==> config.mk <==
export PLATFORM = sky130hd
export DESIGN_NAME = shift_counter
export DESIGN_NICKNAME = d
export VERILOG_FILES = /design/src/rtl/shift_counter_pkg.sv /design/src/rtl/shift_phase_decode.sv /design/src/rtl/shift_counter.sv
export SDC_FILE = /design/constraint.sdc
export NUM_CORES = 1
export LEC_CHECK = 0
export ABC_AREA = 1
export BUFFER_PORTS_ARGS = -buffer_cell sky130_fd_sc_hd__buf_2
export CAP_MARGIN = 10
export CORE_AREA = 4 4 41 43
export DETAILED_ROUTE_END_ITERATION = 6
export DIE_AREA = 0 0 45 47
export HOLD_SLACK_MARGIN = 0.05
export PLACE_DENSITY = 0.56
export SLEW_MARGIN = 20
export SYNTH_ARGS = -nofsm -noshare
export SYNTH_HDL_FRONTEND = slang
export SYNTH_SLANG_ARGS = --single-unit
==> constraint.sdc <==
create_clock -name clk -period 1.4 [get_ports clk]
set_input_delay 0.21 -clock clk [delete_from_list [all_inputs] [get_ports clk]]
set_output_delay 0.21 -clock clk [all_outputs]
set_load 0.005 [all_outputs]
==> src/rtl/shift_counter_pkg.sv <==
// rtl/shift_counter_pkg.sv - shared constants and helpers for the shift-register counter
package shift_counter_pkg;

    localparam int MODE_RING    = 0;
    localparam int MODE_JOHNSON = 1;

    // Sequence length: a ring visits WIDTH states, a twisted ring 2*WIDTH.
    function automatic int sc_period(input int width, input int mode);
        return (mode == MODE_JOHNSON) ? 2 * width : width;
    endfunction

endpackage

==> src/rtl/shift_phase_decode.sv <==
// rtl/shift_phase_decode.sv - combinational phase index and legality check of a counter state
module shift_phase_decode
    import shift_counter_pkg::*;
#(
    parameter int WIDTH = 4,
    parameter int MODE  = MODE_JOHNSON
) (
    input  logic [WIDTH-1:0]             q,
    output logic [$clog2(2*WIDTH)-1:0]   phase,
    output logic                         illegal
);

    localparam int PW = $clog2(2 * WIDTH);

    logic [WIDTH-1:0] all_ones;
    assign all_ones = {WIDTH{1'b1}};

    // Compare q against every legal pattern; the matching pattern yields the phase.
    always_comb begin
        logic          legal;
        logic [PW-1:0] ph;
        int            ones;
        legal = 1'b0;
        ph    = '0;
        ones  = 0;
        if (MODE == MODE_JOHNSON) begin
            for (int k = 0; k <= WIDTH; k++) begin
                // k ones anchored at bit 0: early half of the sequence
                if (q == (all_ones >> (WIDTH - k))) begin
                    legal = 1'b1;
                    ph    = PW'(k);
                end
                // k ones anchored at bit WIDTH-1: late half of the sequence
                if ((k > 0) && (k < WIDTH) && (q == ~(all_ones >> k))) begin
                    legal = 1'b1;
                    ph    = PW'(2 * WIDTH - k);
                end
            end
        end else begin
            for (int i = 0; i < WIDTH; i++) begin
                if (q[i]) begin
                    ones = ones + 1;
                    ph   = PW'(i);
                end
            end
            legal = (ones == 1);
        end
        illegal = ~legal;
        phase   = legal ? ph : '0;
    end

endmodule

==> src/rtl/shift_counter.sv <==
// rtl/shift_counter.sv - parametrised ring/Johnson counter with load, direction, phase and wrap
module shift_counter
    import shift_counter_pkg::*;
#(
    parameter int WIDTH        = 4,
    parameter int MODE         = MODE_JOHNSON,
    parameter int SELF_CORRECT = 1
) (
    input  logic                         clk,
    input  logic                         clear,
    input  logic                         en,
    input  logic                         dir,
    input  logic                         load,
    input  logic [WIDTH-1:0]             load_val,
    output logic [WIDTH-1:0]             q,
    output logic [$clog2(2*WIDTH)-1:0]   phase,
    output logic                         wrap,
    output logic                         illegal
);

    localparam int               PW      = $clog2(2 * WIDTH);
    localparam int               PERIOD  = sc_period(WIDTH, MODE);
    localparam logic [PW-1:0]    LAST_PH = PW'(PERIOD - 1);
    localparam logic [WIDTH-1:0] RST_VAL = (MODE == MODE_RING) ? WIDTH'(1) : '0;

    logic [WIDTH-1:0] shift_up;
    logic [WIDTH-1:0] shift_dn;
    logic [WIDTH-1:0] next_q;
    logic             next_wrap;

    shift_phase_decode #(
        .WIDTH (WIDTH),
        .MODE  (MODE)
    ) u_decode (
        .q       (q),
        .phase   (phase),
        .illegal (illegal)
    );

    // Bit entering the vacated end: inverted in Johnson mode, straight in ring mode.
    always_comb begin
        if (MODE == MODE_JOHNSON) begin
            shift_up = {q[WIDTH-2:0], ~q[WIDTH-1]};
            shift_dn = {~q[0], q[WIDTH-1:1]};
        end else begin
            shift_up = {q[WIDTH-2:0], q[WIDTH-1]};
            shift_dn = {q[0], q[WIDTH-1:1]};
        end
    end

    // Next state: load beats enable beats hold; illegal states recover on an enabled step.
    always_comb begin
        next_q    = q;
        next_wrap = 1'b0;
        if (load) begin
            next_q = load_val;
        end else if (en) begin
            if (illegal && (SELF_CORRECT != 0)) begin
                next_q = RST_VAL;
            end else if (dir) begin
                next_q    = shift_dn;
                next_wrap = ~illegal && (phase == '0);
            end else begin
                next_q    = shift_up;
                next_wrap = ~illegal && (phase == LAST_PH);
            end
        end
    end

    // State and wrap registers, cleared asynchronously.
    always_ff @(posedge clk or posedge clear) begin
        if (clear) begin
            q    <= RST_VAL;
            wrap <= 1'b0;
        end else begin
            q    <= next_q;
            wrap <= next_wrap;
        end
    end

endmodule

==> impl_metrics.toml <==
[critical_path]
r2r_start = "q[3]$_DFFE_PP0P_"
endpoint_kind = "output port"
r2r_cells = 7
crit_type = "register to output port"
startpoint = "q[0]$_DFFE_PP0P_"
cp.arrival_ns = 1.18
startpoint_type = "register"
cp.required_ns = 1.19
cp_max_fo = 6

[drt]
avgRoutedWirePerCell_microns = 10.9
viasPerCell = 4.73
routed_wl_mm = 1.14
drtIter0Drc = 10
drcViolationCount = 0
drtPass1Iterations = 4
drtAntennaViolNets = 0
via_count = 497

[floorplan]
rows = 13
dieArea_sq_um = 2120
top_level_ports = 18
start_util_pct = 32.6
core_area_sq_um = 1300
die_h_microns = 47
die_w_microns = 45

[flow_run]
maxCapViolations = 0

[synth]
seq_area_frac_synth_pct = 29.5
yosysWarnings = 0
netlist_instances = 61
ys_ff_latch = 5
ys_types = 16
synthArstFlopShare_pct = 100
synth_edf_count = 0
postSynthNetCount = 70
synth.avg_cell_area_sq_um = 6.95
syn-cell-area_sq_um = 424
yosys_most_used_dff = "dfrtp_1"
synth_largest_area_cell = "dfrtp_1"
synth.area.top_cells = "dfrtp_1, nand2_1, a22oi_1"
synth_top_area_share_pct = 29.5

[clock_tree]
cts.sinks = 5
clk_latency_ns = 0.24
cts_htree_levels = 1
cts_tree = "built"
clk_pin_slew_ns = 0.04
clockRootBuffer = "clkbuf_4"
cts_buffers = 3
cts_max_path_buffers = 2

[placement]
gp_congestion = 0.832
portBuffers = 17
dp.final_hpwl_microns = 798
postPlaceCellArea_sq_um = 519

[min_path]
hold_depth = 3
hp-class = "input pin to register"
hp-start = "load_val[1]"

[global_route]
track_usage_pct = 11.5
grt_overflow = 0
antenna_found_initial = 0
grt_max_degree = 11
grt_pass1_vias = 414
grt_pass1_wl_mm = 1.77

[timing]
max_freq_mhz = 722
finalCriticalPeriod_ns = 1.39
finalSetupViolCount = 0
finalClockSkew_ns = 0.00266
hold_slack_ns = 0.231
worstMarginPinSlew_ns = 0.311
final-hold-violation-count = 0
finalCritPeriodShare_pct = 99.0
grt_setup_unrepaired = "yes"
drv_slew = 0
slew_headroom_pct = 79.2

[power]
total_leakage_power_uw = 0.000356
powerDensity_nw_per_um2 = 968
vdd_drop_max_mv = 0.282

[layout]
fin_nets = 100
drive_above_1_share_pct = 48.9
fin_area_sq_um = 637
diodes = 0
area_growth_pct = 50.1

[status]
outcome = "completed"
-- area by class of cell --
type                            instances  area (sq um)
Sequential cell                         5           129
Timing Repair Buffer                   27           170
Inverter                                9          33.8
Fill cell                             133           664
Multi-Input combinational cell         45           259
Clock buffer                            4          26.3
Tap cell                               15          18.8
-- stage by stage --
| stage | utilization [%] | TNS (ns) | total power [uW] | setup slack [ns] | instances |
|---|---|---|---|---|---|
| final | 48.9 | 0 | 616 | 0.0141 | 105 |
| after global routing | 48.9 | -0.115 | 663 | -0.0668 | 105 |
| after CTS | 46.8 | 0 | 602 | 0.00334 | 103 |
| after detailed placement | 39.9 | 0 | 393 | 0.123 | 92 |
| after global placement | 39.9 | 0 | 395 | 0.163 | 92 |
| after floorplan | - | 0 | 324 | 0.285 | 61 |
-- cells in the mapped netlist, types with 2 or more instances --
library cell,instances
nand2_2,3
o211ai_1,4
nand2_1,20
a22oi_1,4
nand3_1,3
dfrtp_1,5
nor2_1,3
inv_2,2
inv_1,7
o21ai_1,4
-- worst max-delay path, cell delays in order, from the launching register on --
cell and delay (ns):
dfrtp_2 0.45, nor2_2 0.15, nand2_2 0.08, nand2_4 0.09
nor2_8 0.04, buf_2 0.12
-- where the power goes --
group	total [uW]	internal, uW	switching, uW
clock	164	108	56.9
combinational	264	128	136
sequential	188	162	25.9
-- cells by family after synthesis --
logic type,Yosys count,synth area share [%]
buffers and inverters,11,11.8
AO/OA/AOI/OAI,12,18.9
AND/OR/NAND/NOR,33,39.8
flip-flops,5,29.5
-- per-layer routing --
layer | part of all wire (%) | GRT usage, % | routed length [microns]
met3 | 2.6 | 0 | 30
met4 | 0 | 7.02 | 0
met2 | 51 | 18.4 | 582
met5 | 0 | 0 | 0
met1 | 46 | 15.7 | 527
-- path summary, 6_finish.rpt --
kind                                         end  slack [ns]
worst max-delay path                     illegal        0.01
worst min-delay path            q[1]$_DFFE_PP0P_        0.23
worst max register to register  q[2]$_DFFE_PP0P_        0.18
worst min register to register  q[3]$_DFFE_PP0P_        0.71
max in group asynchronous       q[2]$_DFFE_PP0P_        0.82
min in group asynchronous         wrap$_DFF_PP0_        0.40
-- flip-flops by register name, summed over array words and instances (netlist names) --
register and flops:
q 4, wrap 1
-- cells in the final DEF, fill, tap and decap left out, drive strengths merged --
cell	count
o21ai	4
dfrtp	5
clkbuf	4
a22oi	4
dlygate4sd3	1
nor2	6
nand2	24
nand3	3
o211ai	4
inv	9
buf	26
-- what timing repair did --
| action | in CTS | in global routing |
|---|---|---|
| endpoints found under the hold margin | 5 | 0 |
| cloned | 0 | 0 |
| pin swaps | 1 | 4 |
| resized for setup | 4 | 4 |
| endpoints found under the setup margin | 3 | 2 |
| hold buffers | 1 | 0 |
| setup buffers | 6 | 2 |
Note: power is estimated with default switching activity, not from simulation.
